<file path="src/rtl/fetch_queue_if.sv">
// Fetch queue bus bundle: instruction-memory request/response channel,
// branch redirect input and the decode-side valid/ready output channel.
// The master modport is the fetch queue itself; the slave modport is the
// surrounding environment (memory, branch logic and decode).
interface fetch_queue_if #(
  parameter int DEPTH = 4
);
  localparam int CW = $clog2(DEPTH + 1);

  logic          imem_req;
  logic [63:0]   imem_addr;
  logic          imem_ready;
  logic          imem_rvalid;
  logic [31:0]   imem_rdata;
  logic          redirect;
  logic [63:0]   redirect_pc;
  logic [31:0]   instr_out;
  logic [63:0]   pcaddr_out;
  logic          out_valid;
  logic          out_ready;
  logic [CW-1:0] count;

  modport master (
    output imem_req, imem_addr, instr_out, pcaddr_out, out_valid, count,
    input  imem_ready, imem_rvalid, imem_rdata, redirect, redirect_pc, out_ready
  );

  modport slave (
    input  imem_req, imem_addr, instr_out, pcaddr_out, out_valid, count,
    output imem_ready, imem_rvalid, imem_rdata, redirect, redirect_pc, out_ready
  );
endinterface

</file>
<file path="src/rtl/fetch_queue.sv">
// Instruction prefetch queue. Issues sequential fetch requests while the sum
// of stored entries and in-flight requests is below DEPTH, so every kept
// response is guaranteed a free slot. A redirect flushes the buffer, reloads
// both PCs and marks every still-outstanding response to be discarded.
module fetch_queue #(
  parameter int          DEPTH    = 4,
  parameter logic [63:0] RESET_PC = 64'h0
) (
  input logic           clk,
  input logic           rst,
  fetch_queue_if.master bus
);
  localparam int          CW      = $clog2(DEPTH + 1);
  localparam int          PW      = $clog2(DEPTH);
  localparam logic [CW:0] DEPTH_W = (CW + 1)'(DEPTH);

  logic [63:0]   fetch_pc;
  logic [63:0]   resp_pc;
  logic [31:0]   instr_mem [DEPTH];
  logic [63:0]   pc_mem    [DEPTH];
  logic [PW-1:0] head;
  logic [PW-1:0] tail;
  logic [CW-1:0] count_q;
  logic [CW-1:0] outstanding;
  logic [CW-1:0] drop;

  logic [CW:0]   in_use;
  logic          issue;
  logic          accept;
  logic          resp;
  logic          keep;
  logic          deq;
  logic [CW-1:0] outstanding_next;

  // Request gating plus classification of this cycle's response and dequeue;
  // a response with nothing outstanding is ignored so the counters never wrap
  always_comb begin
    in_use           = {1'b0, count_q} + {1'b0, outstanding};
    issue            = !rst && !bus.redirect && (in_use < DEPTH_W);
    accept           = issue && bus.imem_ready;
    resp             = bus.imem_rvalid && (outstanding != '0);
    keep             = resp && (drop == '0);
    deq              = (count_q != '0) && bus.out_ready;
    outstanding_next = outstanding + CW'(accept) - CW'(resp);
  end

  // Pointers, occupancy, in-flight/drop bookkeeping and the two PCs;
  // redirect outranks everything except reset and ignores any dequeue
  always_ff @(posedge clk) begin
    if (rst) begin
      fetch_pc    <= RESET_PC;
      resp_pc     <= RESET_PC;
      head        <= '0;
      tail        <= '0;
      count_q     <= '0;
      outstanding <= '0;
      drop        <= '0;
    end else if (bus.redirect) begin
      fetch_pc    <= bus.redirect_pc;
      resp_pc     <= bus.redirect_pc;
      head        <= '0;
      tail        <= '0;
      count_q     <= '0;
      outstanding <= outstanding_next;
      drop        <= outstanding_next;
    end else begin
      if (accept) begin
        fetch_pc <= fetch_pc + 64'd4;
      end
      if (keep) begin
        tail    <= tail + PW'(1);
        resp_pc <= resp_pc + 64'd4;
      end
      if (deq) begin
        head <= head + PW'(1);
      end
      if (resp && (drop != '0)) begin
        drop <= drop - CW'(1);
      end
      outstanding <= outstanding_next;
      count_q     <= count_q + CW'(keep) - CW'(deq);
    end
  end

  // Entry storage, cleared on reset so the head outputs read zero afterwards
  always_ff @(posedge clk) begin
    if (rst) begin
      for (int i = 0; i < DEPTH; i++) begin
        instr_mem[i] <= '0;
        pc_mem[i]    <= '0;
      end
    end else if (keep && !bus.redirect) begin
      instr_mem[tail] <= bus.imem_rdata;
      pc_mem[tail]    <= resp_pc;
    end
  end

  assign bus.imem_req   = issue;
  assign bus.imem_addr  = fetch_pc;
  assign bus.instr_out  = instr_mem[head];
  assign bus.pcaddr_out = pc_mem[head];
  assign bus.out_valid  = (count_q != '0);
  assign bus.count      = count_q;
endmodule
</file>
<file path="src/flat_wrapper.sv">
// flat-port wrapper written by rule: the top's interface ports become plain ports
module fetch_queue_flat 
#(
  parameter int          DEPTH    = 4,
  parameter logic [63:0] RESET_PC = 64'h0
)
  (clk, rst, bus_imem_req, bus_imem_addr, bus_instr_out, bus_pcaddr_out, bus_out_valid, bus_count, bus_imem_ready, bus_imem_rvalid, bus_imem_rdata, bus_redirect, bus_redirect_pc, bus_out_ready);
  fetch_queue_if #(.DEPTH(DEPTH)) bus_i ();
  input logic clk;
  input logic rst;
  output wire logic [$bits(bus_i.imem_req)-1:0] bus_imem_req;
  output wire logic [$bits(bus_i.imem_addr)-1:0] bus_imem_addr;
  output wire logic [$bits(bus_i.instr_out)-1:0] bus_instr_out;
  output wire logic [$bits(bus_i.pcaddr_out)-1:0] bus_pcaddr_out;
  output wire logic [$bits(bus_i.out_valid)-1:0] bus_out_valid;
  output wire logic [$bits(bus_i.count)-1:0] bus_count;
  input wire logic [$bits(bus_i.imem_ready)-1:0] bus_imem_ready;
  input wire logic [$bits(bus_i.imem_rvalid)-1:0] bus_imem_rvalid;
  input wire logic [$bits(bus_i.imem_rdata)-1:0] bus_imem_rdata;
  input wire logic [$bits(bus_i.redirect)-1:0] bus_redirect;
  input wire logic [$bits(bus_i.redirect_pc)-1:0] bus_redirect_pc;
  input wire logic [$bits(bus_i.out_ready)-1:0] bus_out_ready;
  assign bus_imem_req = bus_i.imem_req;
  assign bus_imem_addr = bus_i.imem_addr;
  assign bus_instr_out = bus_i.instr_out;
  assign bus_pcaddr_out = bus_i.pcaddr_out;
  assign bus_out_valid = bus_i.out_valid;
  assign bus_count = bus_i.count;
  assign bus_i.imem_ready = bus_imem_ready;
  assign bus_i.imem_rvalid = bus_imem_rvalid;
  assign bus_i.imem_rdata = bus_imem_rdata;
  assign bus_i.redirect = bus_redirect;
  assign bus_i.redirect_pc = bus_redirect_pc;
  assign bus_i.out_ready = bus_out_ready;
  fetch_queue #(.DEPTH(DEPTH), .RESET_PC(RESET_PC)) u_core (.clk(clk), .rst(rst), .bus(bus_i));
endmodule
</file>
<file path="config.mk">
export PLATFORM = sky130hd
export DESIGN_NAME = fetch_queue_flat
export DESIGN_NICKNAME = d
export VERILOG_FILES = /design/src/rtl/fetch_queue_if.sv /design/src/rtl/fetch_queue.sv /design/src/flat_wrapper.sv
export SDC_FILE = /design/constraint.sdc
export NUM_CORES = 1
export LEC_CHECK = 0
export CAP_MARGIN = 20
export CELL_PAD_IN_SITES_DETAIL_PLACEMENT = 1
export CELL_PAD_IN_SITES_GLOBAL_PLACEMENT = 2
export CORE_MARGIN = 1.5
export CORE_UTILIZATION = 25
export CTS_CLUSTER_SIZE = 8
export DETAILED_ROUTE_END_ITERATION = 16
export PLACE_DENSITY = 0.52
export SYNTH_ARGS = -nofsm -noshare
export SYNTH_HDL_FRONTEND = slang
export SYNTH_SLANG_ARGS = --single-unit
</file>
<file path="constraint.sdc">
create_clock -name clk -period 14.5 [get_ports clk]
set_clock_uncertainty 0.05 [all_clocks]
set_input_delay 4.35 -clock clk [delete_from_list [all_inputs] [get_ports clk]]
set_output_delay 4.35 -clock clk [all_outputs]
set_load 0.1 [all_outputs]
</file>
Word-level counts from Yosys, hierarchy flattened
Memories as Yosys holds them, arrays and structs flattened. A register that Yosys moved wholly into a read port is not among the register bits. Cells that the tools add are included.

Flip-flop bits (word level): 141. RAM bits: 384. Input bits: 102. Output and inout port bits: 165. Logic and storage cells: 61. Memories kept: 2.

Memories: u_core.pc_mem (words 4, width 64, read ports 1, clocked after memory_dff 1, wr ports 4, RTL line fetch_queue.sv:20) `logic [63:0] pc_mem [DEPTH];`; u_core.instr_mem (words 4, width 32, read ports 1, clocked after memory_dff 1, wr ports 4, RTL line fetch_queue.sv:19) `logic [31:0] instr_mem [DEPTH];`.

$add $sub $neg: 10. Order comparisons: 1. Multiplexer cells: 21. Reductions and logical operators: 20.

Operators with widths (number): 64-bit 2-to-1 mux (5); 64-bit by 3-bit adder with 64-bit output (second input constant) (2); 64-bit OR reduction (1); 32-bit 2-to-1 mux (1); 32-bit OR reduction (1); 2-bit 2-to-1 mux (6); 3-bit nonzero test (3); 1-bit logical AND (8); 1-bit 2-to-1 mux (7); 3-bit by 1-bit adder with 3-bit output (2); 3-bit 2-to-1 mux (2); 2-bit nonzero test (3); 3-bit by 1-bit subtractor with 3-bit output (2); 2-bit by 1-bit adder with 2-bit output (second input constant) (2); 3-bit by 3-bit adder with 4-bit output (1); 4-bit by 3-bit < comparator with 1-bit output (second input constant) (1); 3-bit zero test (1); 3-bit by 1-bit subtractor with 3-bit output (second input constant) (1); 1-bit zero test (2); 2-bit OR reduction (1).

Longest topological paths before layout
Gate-level depths: netlist (run 1).

Depth after elaboration: 9. Mapped depth: 11. Depth with buffers taken out: 10.

Worst setup path before layout (run 1)
OpenSTA, ideal clock, no wires.

Kind: input -> register. Start: input bus_redirect. End: memory u_core.instr_mem[1][0], enable pin. Library setup time: 0.693 ns. Data arrival time: 12.031 ns. Required time: 13.757 ns. Slack: 1.726 ns. Stages on the path: 4. Path buffers: 3. Cells stage by stage: clkbuf_1 -> clkbuf_1 -> buf_1 -> o31ai_1.

RTL lines: from (decl) (RTL line flat_wrapper.sv:20) `input wire logic [$bits(bus_i.redirect)-1:0] bus_redirect;`; to (decl) (RTL line fetch_queue.sv:19).

Worst setup path in the final report (run 1)
Start: input bus_redirect. End: output bus_imem_req.

Longest elaborated chain between the ends: 3.

Ends and longest elaborated chain: 1-bit zero test (RTL line fetch_queue.sv:39) `issue = !rst && !bus.redirect && (in_use < DEPTH_W);`; 1-bit logical AND (2 in series) (RTL line fetch_queue.sv:39); to (decl) (RTL line flat_wrapper.sv:11) `output wire logic [$bits(bus_i.imem_req)-1:0] bus_imem_req;`.

No other way between the ends.

==> flow_summary.toml, run 1 <==
[outcome]
outcome = "complete, no violations"

[synth]
synth_seq_cells = 527
synthSimpleGateAreaFrac_pct = 16.9
synth_nets = 2116
synthAdderAreaFrac_pct = 0.688
synth_xor_xnor_area_share_pct = 3.47
ys_seq_area_share_pct = 60.0
yosysTopAreaCell = "edfxtp_1"
synth_top_family_by_area = "simple AND/OR/NAND/NOR gates"
synthArstFlopShare_pct = 0
synth_compound_area_share_pct = 5.96
yosys.area.top_type_share_pct = 48.1
yosys.cell_types.count = 70
synth.mux.area_fraction_pct = 9.28
yosys-top-cells-area = "edfxtp_1 48%, dfxtp_1 12%, mux4_2 9.0%"
netlist_instances = 2002
netlist_area_sq_mm = 0.0240
yosys_warnings = 0
avgSynthCellArea_sq_um = 12.0
synth-edff-count = 384
synth-main-ff-cell = "edfxtp_1"

[place]
dp_hpwl_um = 54800
portBuffers = 266
dpl_cell_area_sq_mm = 0.0281
dp.cells = 3443
gp_congestion = 0.804

[floorplanning]
ios = 267
die_h_um = 313
die_width_um = 313
start_util_pct = 25.3
dieArea_sq_mm = 0.0979
coreArea_sq_mm = 0.0950
rows = 113

[drt]
drc = 0
via_per_inst = 4.74
first_pass_iters = 5
vias = 16800
drtAntennaViolNets = 0
drt_iter0_drc = 1019
wl_per_cell_um = 24.0
wl_um = 85300

[clock_network]
cts.sinks = 527
cts_setup_buffers = 0
cts-root-buf = "clkbuf_16"
cts_resized = 0
ctsHtreeMaxLevel = 3
cts_hold_buf = 0
clk_latency_ns = 0.61
clk_pin_slew_ns = 0.05
numCtsBuffers = 76
tritoncts = "done"
cts.path.max_buffers = 3

[sta]
drv_slew = 0
slew_headroom_pct = 22.7
min_period_ns = 10.76
finalHoldViolCount = 0
rsz0062_at_grt = "false"
worst_slew_pin_slew_ns = 1.15
setup-violations-final = 0
fmax_mhz = 93.0
final.setup.tns_ns = 0
post-route-period-util_pct = 74.2

[critical_path]
slowest_stage = "clkdlybuf4s50_1"
cp.arrival_ns = 6.36
rr_startpoint = "u_core.drop[0]"
reg2reg_depth = 10
cp-endpoint = "bus_imem_req"
cp-startpoint = "bus_redirect"
crit_family = "buffers and inverters"
path_cells = "buf_2 -> buf_4 -> nor2_4 -> and3_1 -> clkdlybuf4s50_1"
ff2ff_setup_slack_ns = 9.90
crit_cells = 5
cp_max_fo = 18
cp_slowest_stage_delay_ns = 1.16
r2r-end = "u_core.instr_mem[0][15]"
crit_path_start_kind = "primary input"
path_buf_inv = 3
worst_setup_path_end_kind = "primary output"
path_class = "in2out"
worstPathRequired_ns = 10.10

[run]
drv_cap = 0

[hold_path]
hold_path.class = "reg2reg"
hold_depth = 2

[global_route]
grt_pass1_vias = 18200
grt_max_degree = 97
grt.total_usage_pct = 17.4
overflow = 0
grt_pass1_wl_um = 125000
antenna_found_initial = 3

[layout]
nNetsFinal = 2371
fin_cells = 3552
drive_gt1_share_pct = 10.8
syn2layout_area_growth_pct = 25.8
final_area_sq_mm = 0.0302
final.fill_count = 10300

[power]
power-per-cell-area_mw_per_mm2 = 143
p_leak_nw = 10.6
vdd.ir_drop.worst_v = 0.0000914
cell families after synthesis:
family	count (synthesis)
AND/OR/NAND/NOR	817
multiplexers	102
adder cells (fa/ha/maj)	12
flip-flops	527
AO/OA/AOI/OAI	213
XOR/XNOR	95
buffers and inverters	236
per-layer routing:
metal	vias up	share of wire (%)	routed length [um]	GRT usage [%]
met2	350	47	40200	28.5
met1	8643	46	39300	23.2
li1	7739	-	-	-
met5	-	0.015	13	0
met4	2	2.5	2140	5.31
met3	115	4.2	3620	3.18
placed cells by master, fill, tap and decap left out, types with 3 or more instances in the layout:
cell,instances
edfxtp_1,384
nor2_1,265
clkdlybuf4s50_1,264
nand2_1,194
dfxtp_1,141
inv_1,118
and2_1,103
mux4_2,96
clkbuf_16,76
xnor2_1,52
nand4_1,50
nand3_1,49
xor2_1,43
a21oi_1,36
nor3_1,34
a21boi_0,34
and3_1,32
o21a_1,27
buf_4,26
a211oi_1,25
clkbuf_1,24
o21ai_0,23
nor4_1,23
a31oi_1,17
o22ai_1,15
and4_1,13
a22oi_1,13
ha_1,10
or3_1,8
nor4_2,6
or4_1,5
o211ai_1,4
nand2b_1,3
nor3_2,3
mux2i_1,3
inv_6,3
per-stage QoR:
stage               setup WS (ns)  hold slack, ns  util (%)  total power [mW]
floorplan                    1.73           0.395         -              2.43
global placement             3.74           0.400      29.6              2.72
detailed placement           3.75           0.403      29.6              2.73
CTS                          3.73           0.410      31.8              4.40
global route                 3.67           0.436      31.8              4.49
finish                       3.74           0.404      31.8              4.32
synth_stat cells (43+ instances only):
library cell and instances:
xor2_1 43, nand2_1 194, nand4_1 50, edfxtp_1 384, inv_1 118, xnor2_1 52, dfxtp_1 143, clkbuf_1 89
nor2_1 267, nand3_1 49, and2_1 103, mux4_2 96
cell type report:
cell class              count  area [sq um]  area share, %
flip-flops and latches    527         14400           47.7
multi-input cells        1239          8780           29.1
repair buffers            293          2870           9.50
clock buffers             100          1990           6.60
well taps                1265          1580           5.24
inverters                 120           453           1.50
clock inverters             7           109          0.361
diodes                      1          2.50        0.00829
registers in the layout, summed over array words and instances, names as in the netlist, named ones only:
name	count
u_core.drop	3
u_core.bus.count	3
u_core.bus.imem_addr	64
u_core.resp_pc	64
u_core.tail	2
u_core.instr_mem	128
u_core.head	2
u_core.outstanding	3
u_core.pc_mem	256
worst reg2reg max path, cell delays in order, from the launching register on:
cell and delay (ns):
dfxtp_1 0.29, inv_1 0.11, ha_1 0.20, and3b_1 0.22, nand2_1 0.35, inv_1 0.19
nand2_1 0.47, nor3_4 0.28, buf_4 0.39, or2_4 0.81, buf_4 0.80
where the power goes:
| group | total, mW | leakage, nW | switching, mW | internal (mW) |
|---|---|---|---|---|
| Clock | 1.64 | 1.01 | 0.683 | 0.955 |
| Combinational | 0.883 | 4.44 | 0.645 | 0.238 |
| Sequential | 1.80 | 5.15 | 0.0820 | 1.72 |
worst min path at each step:
stage                                 start                      end  slack, ns
CTS                 u_core.bus.imem_addr[1]  u_core.bus.imem_addr[1]       0.41
finish              u_core.bus.imem_addr[1]  u_core.bus.imem_addr[1]       0.40
global route        u_core.bus.imem_addr[1]  u_core.bus.imem_addr[1]       0.44
detailed placement  u_core.bus.imem_addr[1]  u_core.bus.imem_addr[1]       0.40
floorplan                 u_core.resp_pc[0]        u_core.resp_pc[0]       0.39
global placement    u_core.bus.imem_addr[1]  u_core.bus.imem_addr[1]       0.40
(Power assumes the default switching activity.)
==> run 2: changes to the inputs <==
==> constraint.sdc (replaced) <==
create_clock -name clk -period 11.2 [get_ports clk]
set_clock_uncertainty 0.05 [all_clocks]
set_input_delay 3.36 -clock clk [delete_from_list [all_inputs] [get_ports clk]]
set_output_delay 3.36 -clock clk [all_outputs]
set_load 0.1 [all_outputs]
==> run 2 against run 1 <==
Compared with the run above: sequential share of layout area decreased by 0.10 points; clock power increased by 29%; worst hold slack improved by 0.0091 ns; wire length about the same; critical path type unchanged; first-iteration DRC count decreased by 4.2%.
==> flow_summary.toml, run 2 (synthesis results as in run 1) <==
[drt]
via_per_inst = 4.73
drt_iter0_drc = 976
drc = 0
vias = 16800
wl_met3_um = 3750
drtAntennaViolNets = 0
top_layer = "met5"
wl_um = 85300
wirelength_met1_um = 38500
wl_met2_um = 41300
first_pass_iters = 5
wl_per_cell_um = 24.0

[layout]
fin_util_pct = 31.8
nNetsFinal = 2372
multi_input_area_sq_mm = 0.00878
syn2layout_area_growth_pct = 26.1
reg_top3 = "u_core.pc_mem: 256 flops, u_core.instr_mem: 128 flops"
largest_reg_flops = 256
final_cell_mix = "384 x edfxtp_1, 265 x nor2_1, 264 x clkdlybuf4s50_1, 194 x nand2_1, 141 x dfxtp_1"
top_register = "u_core.pc_mem"
final.fill_count = 10300
drive_gt1_share_pct = 10.8
register_area_sq_mm = 0.0144
layout_commonest_cell = "edfxtp_1"

[clock_network]
cts_setup_buffers = 0
clk_latency_ns = 0.61
tritoncts = "done"
clk_pin_slew_ns = 0.05
ctsHtreeMaxLevel = 3
cts.sinks = 527
cts_hold_buf = 0
cts-root-buf = "clkbuf_16"
cts_resized = 0
cts.path.max_buffers = 3
numCtsBuffers = 76

[power]
p_leak_nw = 10.6
vdd.ir_drop.worst_v = 0.000107
power_mw = 5.60
power-per-cell-area_mw_per_mm2 = 185

[floorplanning]
die_h_um = 313
die_width_um = 313
dieArea_sq_mm = 0.0979
rows = 113
ios = 267
start_util_pct = 25.3
coreArea_sq_mm = 0.0950

[sta]
worst_slew_pin_slew_ns = 1.15
post-route-period-util_pct = 77.4
slew_headroom_pct = 23.1
drv_slew = 0
fmax_mhz = 115
min_period_ns = 8.67
whs_ns = 0.413
rsz0062_at_grt = "false"
finalHoldViolCount = 0
fin_ws_ns = 2.53
setup-violations-final = 0

[critical_path]
worst_setup_path_end_kind = "primary output"
path_class = "in2out"
cp_max_fo = 13
worstPathRequired_ns = 7.79
cp.arrival_ns = 5.26
crit_path_start_kind = "primary input"

[run]
drv_cap = 0

[global_route]
overflow = 0
grt.total_usage_pct = 17.4
grt_pass1_vias = 18400
antenna_found_initial = 2
grt_pass1_wl_um = 126000
grt_max_degree = 97

[place]
dp_hpwl_um = 54300
pre_cts_slack_ns = 2.50
portBuffers = 266
gp_congestion = 0.790

[outcome]
outcome = "complete, no violations"

[hold_path]
hold_path.class = "reg2reg"
==> run 2: worst max-delay path, stage by stage <==
cell,delay [ns]
buf_4,0.20
nor2_4,0.27
and3_1,0.26
clkdlybuf4s50_1,1.16
==> run 2: report_power, final <==
part | internal [mW] | switching [mW] | leakage (nW)
Combinational | 0.313 | 0.842 | 4.46
Sequential | 2.22 | 0.0999 | 5.15
Clock | 1.26 | 0.861 | 1.02
==> run 2: final timing paths <==
path,from,endpoint,slack (ns),cells past startpoint
min reg2reg,u_core.bus.imem_addr[1],u_core.bus.imem_addr[1],0.41,2
min,u_core.bus.imem_addr[1],u_core.bus.imem_addr[1],0.41,2
max,rst,bus_imem_req,2.53,4
max reg2reg,u_core.drop[0],u_core.pc_mem[0][5],7.03,10
==> run 2: area by class of cell <==
cell class,count,area share [%]
multi-input combinational,1239,29.0
clock inverter,5,0.190
antenna,2,0.0165
inverter,120,1.50
clock buffer,98,6.73
sequential,527,47.6
timing repair buffer,294,9.71
tap,1265,5.23
==> run 2: per-layer routing <==
metal	track usage, %	vias to the layer above
li1	-	7733
met2	29.1	386
met3	2.95	110
met4	4.57	2
met1	23.2	8571
met5	0	-
==> run 2: per-stage QoR <==
step / TNS (ns) / area (sq um) / cells
global placement: 0 / 28100 / 3442
floorplan: -112.07 / 24000 / 2002
global route: 0 / 30300 / 3548
CTS: 0 / 30200 / 3546
detailed placement: 0 / 28100 / 3443
finish: 0 / 30300 / 3550
==> run 3: changes to the inputs <==
==> constraint.sdc (replaced) <==
create_clock -name clk -period 8.9 [get_ports clk]
set_clock_uncertainty 0.05 [all_clocks]
set_input_delay 2.67 -clock clk [delete_from_list [all_inputs] [get_ports clk]]
set_output_delay 2.67 -clock clk [all_outputs]
set_load 0.1 [all_outputs]
==> run 3 against run 2 <==
Compared with the run above: register-to-register slack lost 1.8 ns; total power grew 27%; sequential power grew 26%; worst hold slack lost 0.0070 ns; critical path type unchanged; critical endpoint unchanged; largest power group unchanged; highest routed layer unchanged.
==> flow_summary.toml, run 3 (synthesis results as in run 1) <==
[outcome]
outcome = "complete, no violations"

[power]
power-per-cell-area_mw_per_mm2 = 234
p_leak_nw = 10.7
vdd.ir_drop.worst_v = 0.000108

[clock_network]
cts_resized = 0
cts_setup_buffers = 0
clk_latency_ns = 0.61
clk_pin_slew_ns = 0.05
cts-root-buf = "clkbuf_16"
cts.path.max_buffers = 3
cts_hold_buf = 0
numCtsBuffers = 77
cts.sinks = 527
ctsHtreeMaxLevel = 3
tritoncts = "done"

[critical_path]
r2r-end = "u_core.instr_mem[0][4]"
cp_max_fo = 10
slowest_stage = "clkdlybuf4s50_1"
ff2ff_setup_slack_ns = 5.25
rr_startpoint = "u_core.drop[0]"
worst_setup_path_end_kind = "primary output"
path_class = "in2out"
crit_path_start_kind = "primary input"
worstPathRequired_ns = 6.18
path_cells = "buf_4 -> nor2_4 -> and3_1 -> clkdlybuf4s50_1"
reg2reg_depth = 11
cp.arrival_ns = 4.49
cp_slowest_stage_delay_ns = 1.17

[layout]
top_register = "u_core.pc_mem"
nNetsFinal = 2376
final_cell_mix = "384 x edfxtp_1, 266 x nor2_1, 264 x clkdlybuf4s50_1, 194 x nand2_1, 141 x dfxtp_1"
diodes = 0
fin_util_pct = 31.9
drive_gt1_share_pct = 11.1
fin_cells = 3560
syn2layout_area_growth_pct = 26.4
reg_top3 = "u_core.pc_mem: 256 flops, u_core.instr_mem: 128 flops"
largest_reg_flops = 256
layout_commonest_cell = "edfxtp_1"

[global_route]
grt_pass1_vias = 18000
grt_max_degree = 97
overflow = 0
met2_usage_pct = 28.3
grtUsageMet3_pct = 3.20
grt-busiest-layer = "met2"
grt_pass1_wl_um = 124000
antenna_found_initial = 3
grt.total_usage_pct = 17.1
use_met1_pct = 23.0

[hold_path]
min_from = "u_core.bus.imem_addr[1]"
worstHoldEndpoint = "u_core.bus.imem_addr[1]"
hold_depth = 2
hold_path.class = "reg2reg"

[drt]
via_per_inst = 4.71
drc = 0
vias = 16800
drtAntennaViolNets = 0
wl_um = 84500
first_pass_iters = 5
drt_iter0_drc = 877
wl_per_cell_um = 23.7

[sta]
drv_slew = 0
setup-violations-final = 0
whs_ns = 0.406
rsz0062_at_grt = "false"
slew_headroom_pct = 20.4
final.setup.tns_ns = 0
post-route-period-util_pct = 81.0
min_period_ns = 7.21
fmax_mhz = 139
finalHoldViolCount = 0
worst_slew_pin_slew_ns = 1.19

[place]
portBuffers = 266
dp_hpwl_um = 54400
dp.cells = 3447
gp_congestion = 0.800

[floorplanning]
die_width_um = 313
dieArea_sq_mm = 0.0979
coreArea_sq_mm = 0.0950
ios = 267
start_util_pct = 25.3
die_h_um = 313
rows = 113

[run]
drv_cap = 0
## run 3: changes by cell type in the layout (fill, tap and decap cells not counted), sizes merged
cell,before,now
inv,122,124
diode,2,0
buf,30,33
clkinv,3,4
clkbuf,98,104
## run 3: final cells by class
class,count,area (sq um)
fill,10300,64700
sequential,527,14400
multi-input combinational,1239,8780
timing repair buffer,297,2960
clock buffer,104,2060
tap,1265,1580
inverter,120,453
clock inverter,8,104
## run 3: worst max-delay path by stage
stage                     slack [ns]  depth (start not counted)                     end    startpoint
after global routing            1.63                          4            bus_imem_req           rst
after floorplan                -2.19                          4  u_core.instr_mem[1][0]  bus_redirect
final                           1.69                          4            bus_imem_req           rst
after detailed placement        1.70                          4            bus_imem_req           rst
after global placement          1.70                          4            bus_imem_req           rst
after CTS                       1.69                          4            bus_imem_req           rst
## run 3: worst max-delay path, delay by kind of cell
kind | cells | cell delay, ns
buffers and inverters | 2 | 1.31
AND/OR/NAND/NOR | 2 | 0.51
## run 3: metrics by stage
step	setup slack (ns)	power (mW)	cell area (sq um)
final	1.69	7.10	30300
after global routing	1.63	7.38	30300
after CTS	1.69	7.23	30300
after detailed placement	1.70	4.45	28200
after global placement	1.70	4.44	28200
after floorplan	-2.19	3.96	24000
## run 3: layer usage
| layer | vias up | wire length (um) | part of all wire, % |
|---|---|---|---|
| li1 | 7755 | - | - |
| met1 | 8553 | 38700 | 46 |
| met5 | - | 11 | 0.013 |
| met3 | 108 | 3680 | 4.4 |
| met4 | 2 | 1680 | 2.0 |
| met2 | 363 | 40500 | 48 |
## run 3: where the power goes
group / internal (mW) / switching, mW / total [mW]
Sequential: 2.80 / 0.133 / 2.93
Clock: 1.60 / 1.12 / 2.72
Combinational: 0.395 / 1.05 / 1.45
Total: 4.80 / 2.30 / 7.10
